`src/rtl/booth_mul_arbiter.sv`:
```
// booth_mul_arbiter: round-robin arbiter/sequencer sharing one Booth multiplier core
// among N_REQ requesters, with a watchdog that aborts and resets a hung core.
//
// Ports:
//   clk_i, rst_i             clock (rising edge), asynchronous active-high reset
//   req_valid_i/req_ready_o  per-requester request handshake (ready is a one-hot accept pulse)
//   req_m_i/req_q_i          packed operands, requester i uses slice [i*WIDTH +: WIDTH]
//   rsp_valid_o/rsp_ready_i  per-requester response handshake (valid is one-hot)
//   rsp_product_o, rsp_err_o shared signed product {A,Q} and timeout-abort flag
//   busy_o                   high whenever the sequencer is not idle
//   mul_*                    core interface: start pulse, active-low reset, operand bus,
//                            load/output strobes, result bus and done pulse
module booth_mul_arbiter #(
    parameter int unsigned N_REQ   = 4,
    parameter int unsigned WIDTH   = 8,
    parameter int unsigned TIMEOUT = 64
) (
    input  logic                   clk_i,
    input  logic                   rst_i,
    input  logic [N_REQ-1:0]       req_valid_i,
    output logic [N_REQ-1:0]       req_ready_o,
    input  logic [N_REQ*WIDTH-1:0] req_m_i,
    input  logic [N_REQ*WIDTH-1:0] req_q_i,
    output logic [N_REQ-1:0]       rsp_valid_o,
    input  logic [N_REQ-1:0]       rsp_ready_i,
    output logic [2*WIDTH-1:0]     rsp_product_o,
    output logic                   rsp_err_o,
    output logic                   busy_o,
    output logic                   mul_start_o,
    output logic                   mul_rst_n_o,
    output logic [WIDTH-1:0]       mul_din_o,
    input  logic                   mul_ld_m_i,
    input  logic                   mul_ld_q_i,
    input  logic                   mul_out_a_i,
    input  logic                   mul_out_q_i,
    input  logic [WIDTH-1:0]       mul_dout_i,
    input  logic                   mul_stop_i
);

    localparam int unsigned PW = (N_REQ > 1) ? $clog2(N_REQ) : 1;
    localparam int unsigned CW = $clog2(TIMEOUT + 1);

    typedef enum logic [2:0] {StIdle, StStart, StRun, StAbort, StRespond} state_e;

    state_e           state_q, state_d;
    logic [PW-1:0]    ptr_q, ptr_d;
    logic [PW-1:0]    gnt_q, gnt_d;
    logic [WIDTH-1:0] m_q, m_d;
    logic [WIDTH-1:0] qop_q, qop_d;
    logic [WIDTH-1:0] a_q, a_d;
    logic [WIDTH-1:0] qres_q, qres_d;
    logic             err_q, err_d;
    logic [CW-1:0]    wd_q, wd_d;

    logic             arb_found;
    logic [PW-1:0]    arb_idx;
    logic [PW-1:0]    cand;

    // The operand mux only needs the Q strobe; M is the default value on the bus.
    logic unused_ld_m;
    assign unused_ld_m = mul_ld_m_i;

    // Search upward from ptr+1 with wrap; the last winner is therefore checked last.
    always_comb begin
        arb_found = 1'b0;
        arb_idx   = ptr_q;
        cand      = ptr_q;
        for (int unsigned k = 1; k <= N_REQ; k++) begin
            cand = PW'((32'(ptr_q) + k) % N_REQ);
            if (!arb_found && req_valid_i[cand]) begin
                arb_found = 1'b1;
                arb_idx   = cand;
            end
        end
    end

    always_comb begin
        state_d       = state_q;
        ptr_d         = ptr_q;
        gnt_d         = gnt_q;
        m_d           = m_q;
        qop_d         = qop_q;
        a_d           = a_q;
        qres_d        = qres_q;
        err_d         = err_q;
        wd_d          = wd_q;
        req_ready_o   = '0;
        rsp_valid_o   = '0;
        rsp_product_o = '0;
        rsp_err_o     = 1'b0;
        mul_start_o   = 1'b0;
        mul_din_o     = '0;

        unique case (state_q)
            StIdle: begin
                // rst_i gating keeps req_ready low while reset is held.
                if (arb_found && !rst_i) begin
                    req_ready_o[arb_idx] = 1'b1;
                    gnt_d   = arb_idx;
                    ptr_d   = arb_idx;
                    m_d     = req_m_i[arb_idx*WIDTH +: WIDTH];
                    qop_d   = req_q_i[arb_idx*WIDTH +: WIDTH];
                    state_d = StStart;
                end
            end
            StStart: begin
                mul_start_o = 1'b1;
                wd_d        = '0;
                a_d         = '0;
                qres_d      = '0;
                err_d       = 1'b0;
                state_d     = StRun;
            end
            StRun: begin
                mul_din_o = mul_ld_q_i ? qop_q : m_q;
                wd_d      = wd_q + 1'b1;
                if (mul_out_a_i) a_d = mul_dout_i;
                if (mul_out_q_i) qres_d = mul_dout_i;
                // A stop in the same cycle as the timeout takes priority.
                if (mul_stop_i) begin
                    err_d   = 1'b0;
                    state_d = StRespond;
                end else if (wd_d == CW'(TIMEOUT - 1)) begin
                    state_d = StAbort;
                end
            end
            StAbort: begin
                a_d     = '0;
                qres_d  = '0;
                err_d   = 1'b1;
                state_d = StRespond;
            end
            StRespond: begin
                rsp_valid_o[gnt_q] = 1'b1;
                rsp_product_o      = {a_q, qres_q};
                rsp_err_o          = err_q;
                if (rsp_ready_i[gnt_q]) state_d = StIdle;
            end
            default: state_d = StIdle;
        endcase
    end

    assign busy_o      = (state_q != StIdle);
    assign mul_rst_n_o = ~rst_i & (state_q != StAbort);

    always_ff @(posedge clk_i or posedge rst_i) begin
        if (rst_i) begin
            state_q <= StIdle;
            ptr_q   <= PW'(N_REQ - 1);
            gnt_q   <= '0;
            m_q     <= '0;
            qop_q   <= '0;
            a_q     <= '0;
            qres_q  <= '0;
            err_q   <= 1'b0;
            wd_q    <= '0;
        end else begin
            state_q <= state_d;
            ptr_q   <= ptr_d;
            gnt_q   <= gnt_d;
            m_q     <= m_d;
            qop_q   <= qop_d;
            a_q     <= a_d;
            qres_q  <= qres_d;
            err_q   <= err_d;
            wd_q    <= wd_d;
        end
    end

endmodule

```
`config.mk`:
```
export PLATFORM = sky130hd
export DESIGN_NAME = booth_mul_arbiter
export DESIGN_NICKNAME = d
export VERILOG_FILES = /design/src/rtl/booth_mul_arbiter.sv
export SDC_FILE = /design/constraint.sdc
export NUM_CORES = 1
export LEC_CHECK = 0
export BUFFER_PORTS_ARGS = -buffer_cell sky130_fd_sc_hd__buf_2
export CORE_MARGIN = 5
export CORE_UTILIZATION = 40
export CTS_BUF_LIST = sky130_fd_sc_hd__clkbuf_8
export DETAILED_ROUTE_END_ITERATION = 10
export PLACE_DENSITY = 0.72
export SLEW_MARGIN = 20
export SYNTH_ARGS = -nofsm -noshare
export SYNTH_HDL_FRONTEND = slang
export SYNTH_SLANG_ARGS = --single-unit
```
`constraint.sdc`:
```
create_clock -name clk_i -period 1.9 [get_ports clk_i]
set_input_delay 0.19 -clock clk_i [delete_from_list [all_inputs] [get_ports clk_i]]
set_output_delay 0.19 -clock clk_i [all_outputs]
set_load 0.02 [all_outputs]
```
Word level (Yosys, flattened, before mapping). Index checks and enable logic that the tools add are counted.

Flip-flop bits (word level): 47. Bits of input ports: 87.

Add/subtract/negate cells: 5. $lt $le $gt $ge: 8. Equal/unequal tests: 12. Shift operators: 2. Mux-type cells: 42. Bitwise operators: 2. Reduce and logical (&&, ||, !) cells: 21.

Operators by type and width (number): $shiftx A32 B6 Y8 (2); $mux W8 (4); $pmux W8 S2 (2); $lt A2 B3 Y1 const B (6); $mux W16 (1); $pmux W3 S5 (1); $mux W1 (14); $pmux W7 S2 (1); $mux W3 (4); $mux W4 (3); $bmux W1 S2 (5); $ne A2 B2 Y1 const B (5); $mux W2 (4); $reduce_and A2 Y1 (4); $add A7 B1 Y7 const B (1); $eq A7 B6 Y1 const B (1); $eq A3 B2 Y1 const B (2); $logic_and A1 B1 Y1 (6); $reduce_bool A3 Y1 (2); $add A2 B1 Y2 const B (2); $add A2 B2 Y2 const B (2); $demux W1 S2 (2); $ge A2 B1 Y1 const B (2); $logic_not A1 Y1 (4); other kinds (11) (12).

Depth between registers and ports, before layout. Gate-level depths: netlist of run 1.

Depth after elaboration: 19. Gate-level depth with buffers: 8. Mapped depth without buffers: 6.

Least setup slack after synthesis of run 1. OpenSTA, ideal clock, no wires.

Kind: reg-to-output. Start point: reg state_q[1]. End point: out req_ready_o[0]. Arrival time: 1743 ps. Path slack: -33 ps. Stages on the path, launching flop included: 6. Buffers on the path: 1. Cell sequence: dfrtp_1 > or3_4 > nor3_4 > nand2_4 > buf_6 > nor2_1.

Longest elaborated chain between the ends: 2.

Ends and longest elaborated chain: start: declaration (line 45) `state_e state_q, state_d;`; start signal: assignment (line 148) `state_q <= StIdle;`; start signal: assignment (line 158) `state_q <= state_d;`; $logic_not A3 Y1 (line 94) `unique case (state_q)`; $mux W4 (line 94); end: declaration (line 21) `output logic [N_REQ-1:0] req_ready_o,`.

No other way between the ends.

Final worst setup path of run 1.
Start point: reg ptr_q[0]. End point: reg qop_q[6].

Longest elaborated chain between the ends: 15.

Ends and longest elaborated chain: start: declaration (line 46) `logic [PW-1:0] ptr_q, ptr_d;`; start signal: assignment (line 149) `ptr_q <= PW'(N_REQ - 1);`; start signal: assignment (line 159) `ptr_q <= ptr_d;`; branches (longest 15 deep; another with $add A2 B1 Y2); end signal: assignment (line 162) `qop_q <= qop_d;`; end: declaration (line 49) `logic [WIDTH-1:0] qop_q, qop_d;`.

Parallel ways; which one is timed is not known. The select of a mux whose other input is x is not followed. A chain may end at the register's enable or synchronous reset.

==> results of run 1 <==
-- worst min-delay path, delay by kind of cell --
family | cells | cell delay (ns)
AOI/OAI and AO/OA | 1 | 0.05
and+or+nand+nor | 1 | 0.06
buffers and inverters | 1 | 0.11
-- layout by cell type (no fill, tap or decap), types with 4 or more instances in the layout --
| cell | count |
|---|---|
| nand2_1 | 46 |
| nand3_1 | 18 |
| mux2i_2 | 11 |
| o221ai_1 | 7 |
| mux2i_1 | 22 |
| clkbuf_8 | 6 |
| buf_2 | 115 |
| buf_6 | 6 |
| o221ai_2 | 9 |
| and3_1 | 18 |
| mux2i_4 | 8 |
| o21ai_0 | 12 |
| dfrtp_1 | 45 |
| buf_4 | 26 |
| nor2_1 | 16 |
| a21oi_1 | 21 |
| nor2b_1 | 4 |
| nand2b_1 | 4 |
-- stage by stage --
step	instances	setup WS, ns
after floorplan	306	0.05571
after global placement	518	0.05924
after detailed placement	518	-0.0006462
after CTS	538	-0.05855
after global routing	545	-0.1469
final	545	-0.08423
-- synth_stat cells (all sizes together) (3+ instances only) --
| library cell | number | area [um^2] |
|---|---|---|
| inv | 3 | 11.26 |
| a21oi | 22 | 110.1 |
| xnor2 | 3 | 26.28 |
| and3 | 20 | 127.6 |
| nand2 | 48 | 195.2 |
| dfrtp | 45 | 1126 |
| nand3 | 18 | 90.09 |
| nor3 | 4 | 31.28 |
| o31ai | 3 | 22.52 |
| o221ai | 17 | 205.2 |
| nor2 | 20 | 75.07 |
| nor2b | 5 | 31.28 |
| o21ai | 12 | 60.06 |
| clkbuf | 10 | 37.54 |
| mux2i | 41 | 410.4 |
| buf | 12 | 92.59 |
| nand2b | 4 | 25.02 |
-- final cells by class --
type | instances | area, um^2 | area share, %
clock buffers | 6 | 82.58 | 1.983
clock inverters | 2 | 8.758 | 0.2103
inverters | 3 | 11.26 | 0.2704
multi-input cells | 234 | 1774 | 42.60
flip-flops and latches | 47 | 1179 | 28.30
well taps | 99 | 123.9 | 2.974
repair buffers | 154 | 985.9 | 23.67
-- where the power goes --
group | total (mW) | internal (mW) | switching [mW]
combinational | 3.28 | 1.61 | 1.67
sequential | 1.74 | 1.45 | 0.289
clock | 0.619 | 0.289 | 0.330
-- path summary, 6_finish.rpt --
path / depth (start not counted) / endpoint
hold reg to reg: 2 / m_q[4]
max in group asynchronous: 4 / a_q[3]
hold / removal: 3 / a_q[2]
setup reg to reg: 7 / qop_q[6]
setup / recovery: 7 / qop_q[6]
min in group asynchronous: 3 / wd_q[4]
-- flip-flops by register name, indices dropped and copies added (netlist names) --
signal	flops
gnt_q	2
err_q	1
a_q	8
ptr_q	2
m_q	8
state_q	3
qop_q	8
qres_q	8
wd_q	7
-- repair_timing --
item,CTS,global route
pin swaps,4,11
resized for setup,8,44
gates cloned,1,2
endpoints found under the setup margin,20,43
endpoints found under the hold margin,17,0
hold buffers,1,0
buffers inserted,10,6
-- cells by family after synthesis --
family                   after synthesis  synth area share, %
flip-flops                            47                40.87
XOR/XNOR                               4                1.215
multiplexers                          42                15.01
AO/OA/AOI/OAI                         59                15.10
buffers and inverters                 25                4.903
adder cells (fa/ha/maj)                2               0.8675
AND/OR/NAND/NOR                      127                22.04
-- per-layer routing --
metal / routed length (um) / GRT usage (%) / part of all wire, %
met5: 0 / 0 / 0
met4: 207 / 6.851 / 2.2
met3: 437 / 2.869 / 4.7
met2: 4967 / 31.24 / 54
met1: 3641 / 22.95 / 39
==> summary.txt, run 1 <==
Starting Density = 40.41%
Hold Path Origin = mul_dout_i[2]
P per Cell Area = 1352 nW/um^2
Clock Tree Root = clkbuf_8
Pleak = 2.066 nW
Family with the most delay on the worst path = compound AO/OA/AOI/OAI gates
CP required = 2.06 ns
Total congestion overflow = 0
Final HPWL DP = 6252 um
Worst Path Arrival = 2.14 ns
Die Ht = 94.91 um
Power after layout = 5.631 mW
Total CTS buffers = 5
Vias per inst = 5.365
Rows = 31
Share of cells above drive strength 1 = 46.86%
Starting DRT DRC Count = 222
Detail Route Antenna Nets = 0
Crit path launch type = flop
Tmin final = 1.984 ns
Wirelength per Cell = 16.98 um
Critical Path Fanout Max = 11
Initial DRT Pass Iterations = 4
WL final = 9254 um
H-tree depth = 2
Final core occ = 58.36%
Final Hold Viols = 0
Critical-path cell list = inv_2 -> a2bb2oi_2 -> o221ai_4 -> buf_12 -> buf_12 -> mux2i_2 -> o221ai_1
Critical Path Start = ptr_q[0]
Setup Total Neg Slack = -0.6738 ns
DP Area = 3623 um^2
Worst Hold Class = in -> reg
Fin. max-slew vios = 0
RSZ-0062 raised after global routing = true
Die ar. = 9008 um^2
Worst path buffer plus inverter count = 3
Avg Inst Size Synth = 9.425 um^2
Sequential area share after synthesis = 40.87%
Cells after synthesis = 306
Synth Net Count = 395
Clk sink count = 47
Worst hold slack = 0.1460 ns
Area Growth Syn to Fin = 44.42%
Worst-path clk slew = 0.08 ns
Relative slew slack = 69.70%
Vias post-DR = 2924
Status = finished, violations left
Yosys warning count = 0
CP peak stage delay = 0.56 ns
Initial antenna violation count = 0
Synth unique cells = 40
Max-cap violation count = 0
Port bufs = 121
Post-synth EDFFs = 0
Clock Latency Late Sink = 0.30 ns
Cell mode on critical path = buf_12
Core box area = 7137 um^2
Final setup margin = -0.08423 ns
Endpoints failing setup = 14
# fillers = 633
Reg2reg start = ptr_q[0]
Reg2Reg Setup Slack = -0.08 ns
DRC violations left = 0
Primary FF master, synth = dfrtp_1
Max clock buf depth = 2
Critical Path Sink Type = flop
GPL Wtd Cong = 0.7872
Worst-margin pin slew = 0.4538 ns
Maximum vdd drop = 410.2 uV
Critical path type = reg -> reg
Final Skew = 0.002018 ns
Critical path's slowest cell = dfstp_2
Io pins = 123
Die Span X = 94.91 um
Largest net degree at the start of global routing = 24
ANT cells = 0
Total Nets Final = 534
Synth async-reset ratio = 100.0%
Fin area = 4165 um^2
Tot GR Track Use = 18.19%
Synthesized area = 2884 um^2
First-pass GRT wire length = 12980 um
CTS tree = yes
Vias in the first global route = 2715
Final period util = 104.4%
Flops & latches, synth = 47
Violated checks = negative setup slack
Max Clk Rate = 0.5040 GHz
Power figures use the tool's default switching activity.
==> run 2, diff against run 1 <==
--- a/config.mk
+++ b/config.mk
@@ -6,11 +6,13 @@
 export NUM_CORES = 1
 export LEC_CHECK = 0
 export BUFFER_PORTS_ARGS = -buffer_cell sky130_fd_sc_hd__buf_2
+export CELL_PAD_IN_SITES_DETAIL_PLACEMENT = 2
+export CELL_PAD_IN_SITES_GLOBAL_PLACEMENT = 2
 export CORE_MARGIN = 5
-export CORE_UTILIZATION = 40
+export CORE_UTILIZATION = 25
 export CTS_BUF_LIST = sky130_fd_sc_hd__clkbuf_8
 export DETAILED_ROUTE_END_ITERATION = 10
-export PLACE_DENSITY = 0.72
+export PLACE_DENSITY_LB_ADDON = 0.1
 export SLEW_MARGIN = 20
 export SYNTH_ARGS = -nofsm -noshare
 export SYNTH_HDL_FRONTEND = slang
==> run 2 against run 1 <==
The flow still finishes with violations (negative setup slack); via count down 1.3%; total power up 7.6%; design area up 3.3%; sequential share of layout area down 0.90 points; utilization down 21 points; cell count up 9.5%; fmax down 2.7%; register-to-register slack better by 0.03 ns; hold slack worse by 0.0090 ns; flip-flop and latch count unchanged; global-route usage down 2.5 points.
==> summary.txt, run 2 (same netlist as run 1, synthesis figures left out) <==
Worst Path Arrival = 1.85 ns (was 2.14 ns)
Final HPWL DP = 7998 um (was 6252 um)
DRC violations left = 0 (unchanged)
Vias in the first global route = 3373 (was 2715)
Final period util = 107.4% (was 104.4%)
Reg2Reg Setup Slack = -0.05 ns (was -0.08 ns)
Pleak = 2.131 nW (was 2.066 nW)
First-pass GRT wire length = 17840 um (was 12980 um)
Switching share of power = 40.37% (was 40.65%)
Pint = 3.612 mW (was 3.342 mW)
Hold path depth = 3 (unchanged)
CP required = 1.71 ns (was 2.06 ns)
Die Ht = 117.4 um (was 94.91 um)
Critical-path cell list = buf_4 -> a31oi_2 -> a21oi_2 -> buf_4 -> and3_4 -> buf_6 (was inv_2 -> a2bb2oi_2 -> o221ai_4 -> buf_12 -> buf_12 -> mux2i_2 -> o221ai_1)
Relative slew slack = 72.52% (was 69.70%)
GPL Wtd Cong = 0.7199 (was 0.7872)
Worst Hold Class = in -> reg (unchanged)
Crit path launch type = flop (unchanged)
Clock Latency Late Sink = 0.30 ns (about the same)
Total congestion overflow = 0 (unchanged)
Tmin final = 2.040 ns (was 1.984 ns)
Max-cap violation count = 0 (unchanged)
Total Nets Final = 542 (was 534)
Rows = 39 (was 31)
Critical path type = reg -> out (was reg -> reg)
Vias per inst = 4.832 (was 5.365)
Max clock buf depth = 2 (unchanged)
Part of the power in registers = 28.8% (was 30.8%)
Commonest non-fill, non-tap cell in the layout = buf_2 (unchanged)
P per Cell Area = 1408 nW/um^2 (was 1352 nW/um^2)
Violated checks = negative setup slack (unchanged)
Endpoint, Worst Hold = qres_q[2] (was a_q[2])
Status = finished, violations left (unchanged)
Most frequent cells in the layout = buf_2 (117), nand2_1 (46), dfrtp_1 (45) (was buf_2 (115), nand2_1 (46), dfrtp_1 (45))
Wirelength per Cell = 18.89 um (was 16.98 um)
Final setup margin = -0.1403 ns (was -0.08423 ns)
Reg2reg end = qop_q[7] (was qop_q[6])
Port bufs = 121 (unchanged)
ANT cells = 0 (unchanged)
Cell mode on critical path = buf_4 (was buf_12)
Largest net degree at the start of global routing = 32 (was 24)
Final std cells w/o fill = 597 (was 545)
Final Skew = 0.01323 ns (was 0.002018 ns)
WL final = 11280 um (was 9254 um)
Starting Density = 25.37% (was 40.41%)
Max Clk Rate = 0.4901 GHz (was 0.5040 GHz)
CTS tree = yes (unchanged)
Power after layout = 6.057 mW (was 5.631 mW)
Tot GR Track Use = 15.67% (was 18.19%)
Worst-case reg-to-reg path depth = 7 (unchanged)
Share of cells above drive strength 1 = 46.70% (was 46.86%)
Comb pwr share = 56.5% (was 58.2%)
Reg2reg start = ptr_q[0] (unchanged)
Critical Path Fanout Max = 5 (was 11)
Final Hold Viols = 0 (unchanged)
Maximum vdd drop = 466.7 uV (was 410.2 uV)
Worst-path clk slew = 0.10 ns (was 0.08 ns)
Detail Route Antenna Nets = 0 (unchanged)
Clk sink count = 47 (unchanged)
Final core occ = 37.83% (was 58.36%)
Area Growth Syn to Fin = 49.15% (was 44.42%)
H-tree depth = 2 (unchanged)
Initial DRT Pass Iterations = 4 (unchanged)
RSZ-0062 raised after global routing = true (unchanged)
Clock Tree Root = clkbuf_8 (unchanged)
Io pins = 123 (unchanged)
Starting DRT DRC Count = 76 (was 222)
Initial antenna violation count = 0 (unchanged)
CP peak stage delay = 0.61 ns (was 0.56 ns)
P_sw = 2.445 mW (was 2.289 mW)
Worst path buffer plus inverter count = 3 (unchanged)
Die Span X = 117.4 um (was 94.91 um)
Hold Path Origin = mul_dout_i[2] (unchanged)
Core box area = 11370 um^2 (was 7137 um^2)
Worst-margin pin slew = 0.4117 ns (was 0.4538 ns)
Total CTS buffers = 5 (unchanged)
Endpoints failing setup = 15 (was 14)
Placed insts = 572 (was 518)
Die ar. = 13780 um^2 (was 9008 um^2)
Clock power frac = 14.7% (was 11.0%)
Fin. max-slew vios = 0 (unchanged)
Critical path's slowest cell = dfstp_2 (unchanged)
Critical Path Sink Type = output pin (was flop)
Vias post-DR = 2885 (was 2924)
Family with the most delay on the worst path = flip-flops (was compound AO/OA/AOI/OAI gates)
## run 2: worst max-delay path by stage
stage,depth (start not counted),slack [ns],from,end
after CTS,6,-0.15,ptr_q[0],req_ready_o[3]
after floorplan,5,0.06,state_q[1],req_ready_o[2]
after global placement,6,0.03,ptr_q[0],m_q[5]
after detailed placement,6,0.001,ptr_q[0],qop_q[3]
after global routing,6,-0.25,ptr_q[1],req_ready_o[3]
final,6,-0.14,ptr_q[1],req_ready_o[3]
## run 2: worst min-delay path, cell delays in order
cell and delay (ns):
buf_2 0.11, nand3_1 0.06, a21oi_1 0.06
## run 2: what timing repair did
| action | in CTS | in global routing |
|---|---|---|
| hold buffers | 1 | 0 |
| pin swaps | 8 | 5 |
| resized for setup | 33 | 20 |
| endpoints found under the hold margin | 16 | 0 |
| buffers inserted | 11 | 4 |
| cloned | 1 | 0 |
| setup endpoints to repair | 9 | 29 |
## run 2: cell type report
type / count / area, um^2
Timing Repair Buffer: 162 / 1060
Clock inverter: 3 / 67.56
Sequential cell: 47 / 1179
Inverter: 3 / 11.26
Clock buffer: 5 / 68.82
Tap cell: 143 / 178.9
Fill cell: 1298 / 7068
Multi-Input combinational cell: 234 / 1737
## run 2: per-stage QoR
step / setup slack, ns / hold slack, ns / TNS [ns] / cell area [um^2]
after floorplan: 0.05571 / 0.3288 / 0 / 2889
after global placement: 0.03063 / 0.2688 / 0 / 3791
after detailed placement: 0.0009965 / 0.2901 / 0 / 3791
after CTS: -0.1491 / 0.1260 / -1.314 / 4190
after global routing: -0.2458 / 0.1359 / -2.238 / 4302
final: -0.1403 / 0.1370 / -0.6978 / 4302
## run 2: per-layer routing
metal  part of all wire [%]  GRT usage (%)  vias to the layer above
met5                      0              0                        -
li1                       -              -                     1390
met2                     53          28.64                       85
met1                     41          18.43                     1406
met4                   0.37          2.828                        0
met3                    5.7          4.139                        4
## run 2: power by group through the flow
stage / sequential [mW] / combinational [mW] / clock [mW]
after floorplan: 1.66 / 1.86 / 0
after global placement: 1.73 / 2.69 / 0
after detailed placement: 1.76 / 2.77 / 0
after CTS: 1.74 / 3.26 / 0.916
after global routing: 1.81 / 3.73 / 0.964
final: 1.74 / 3.42 / 0.889
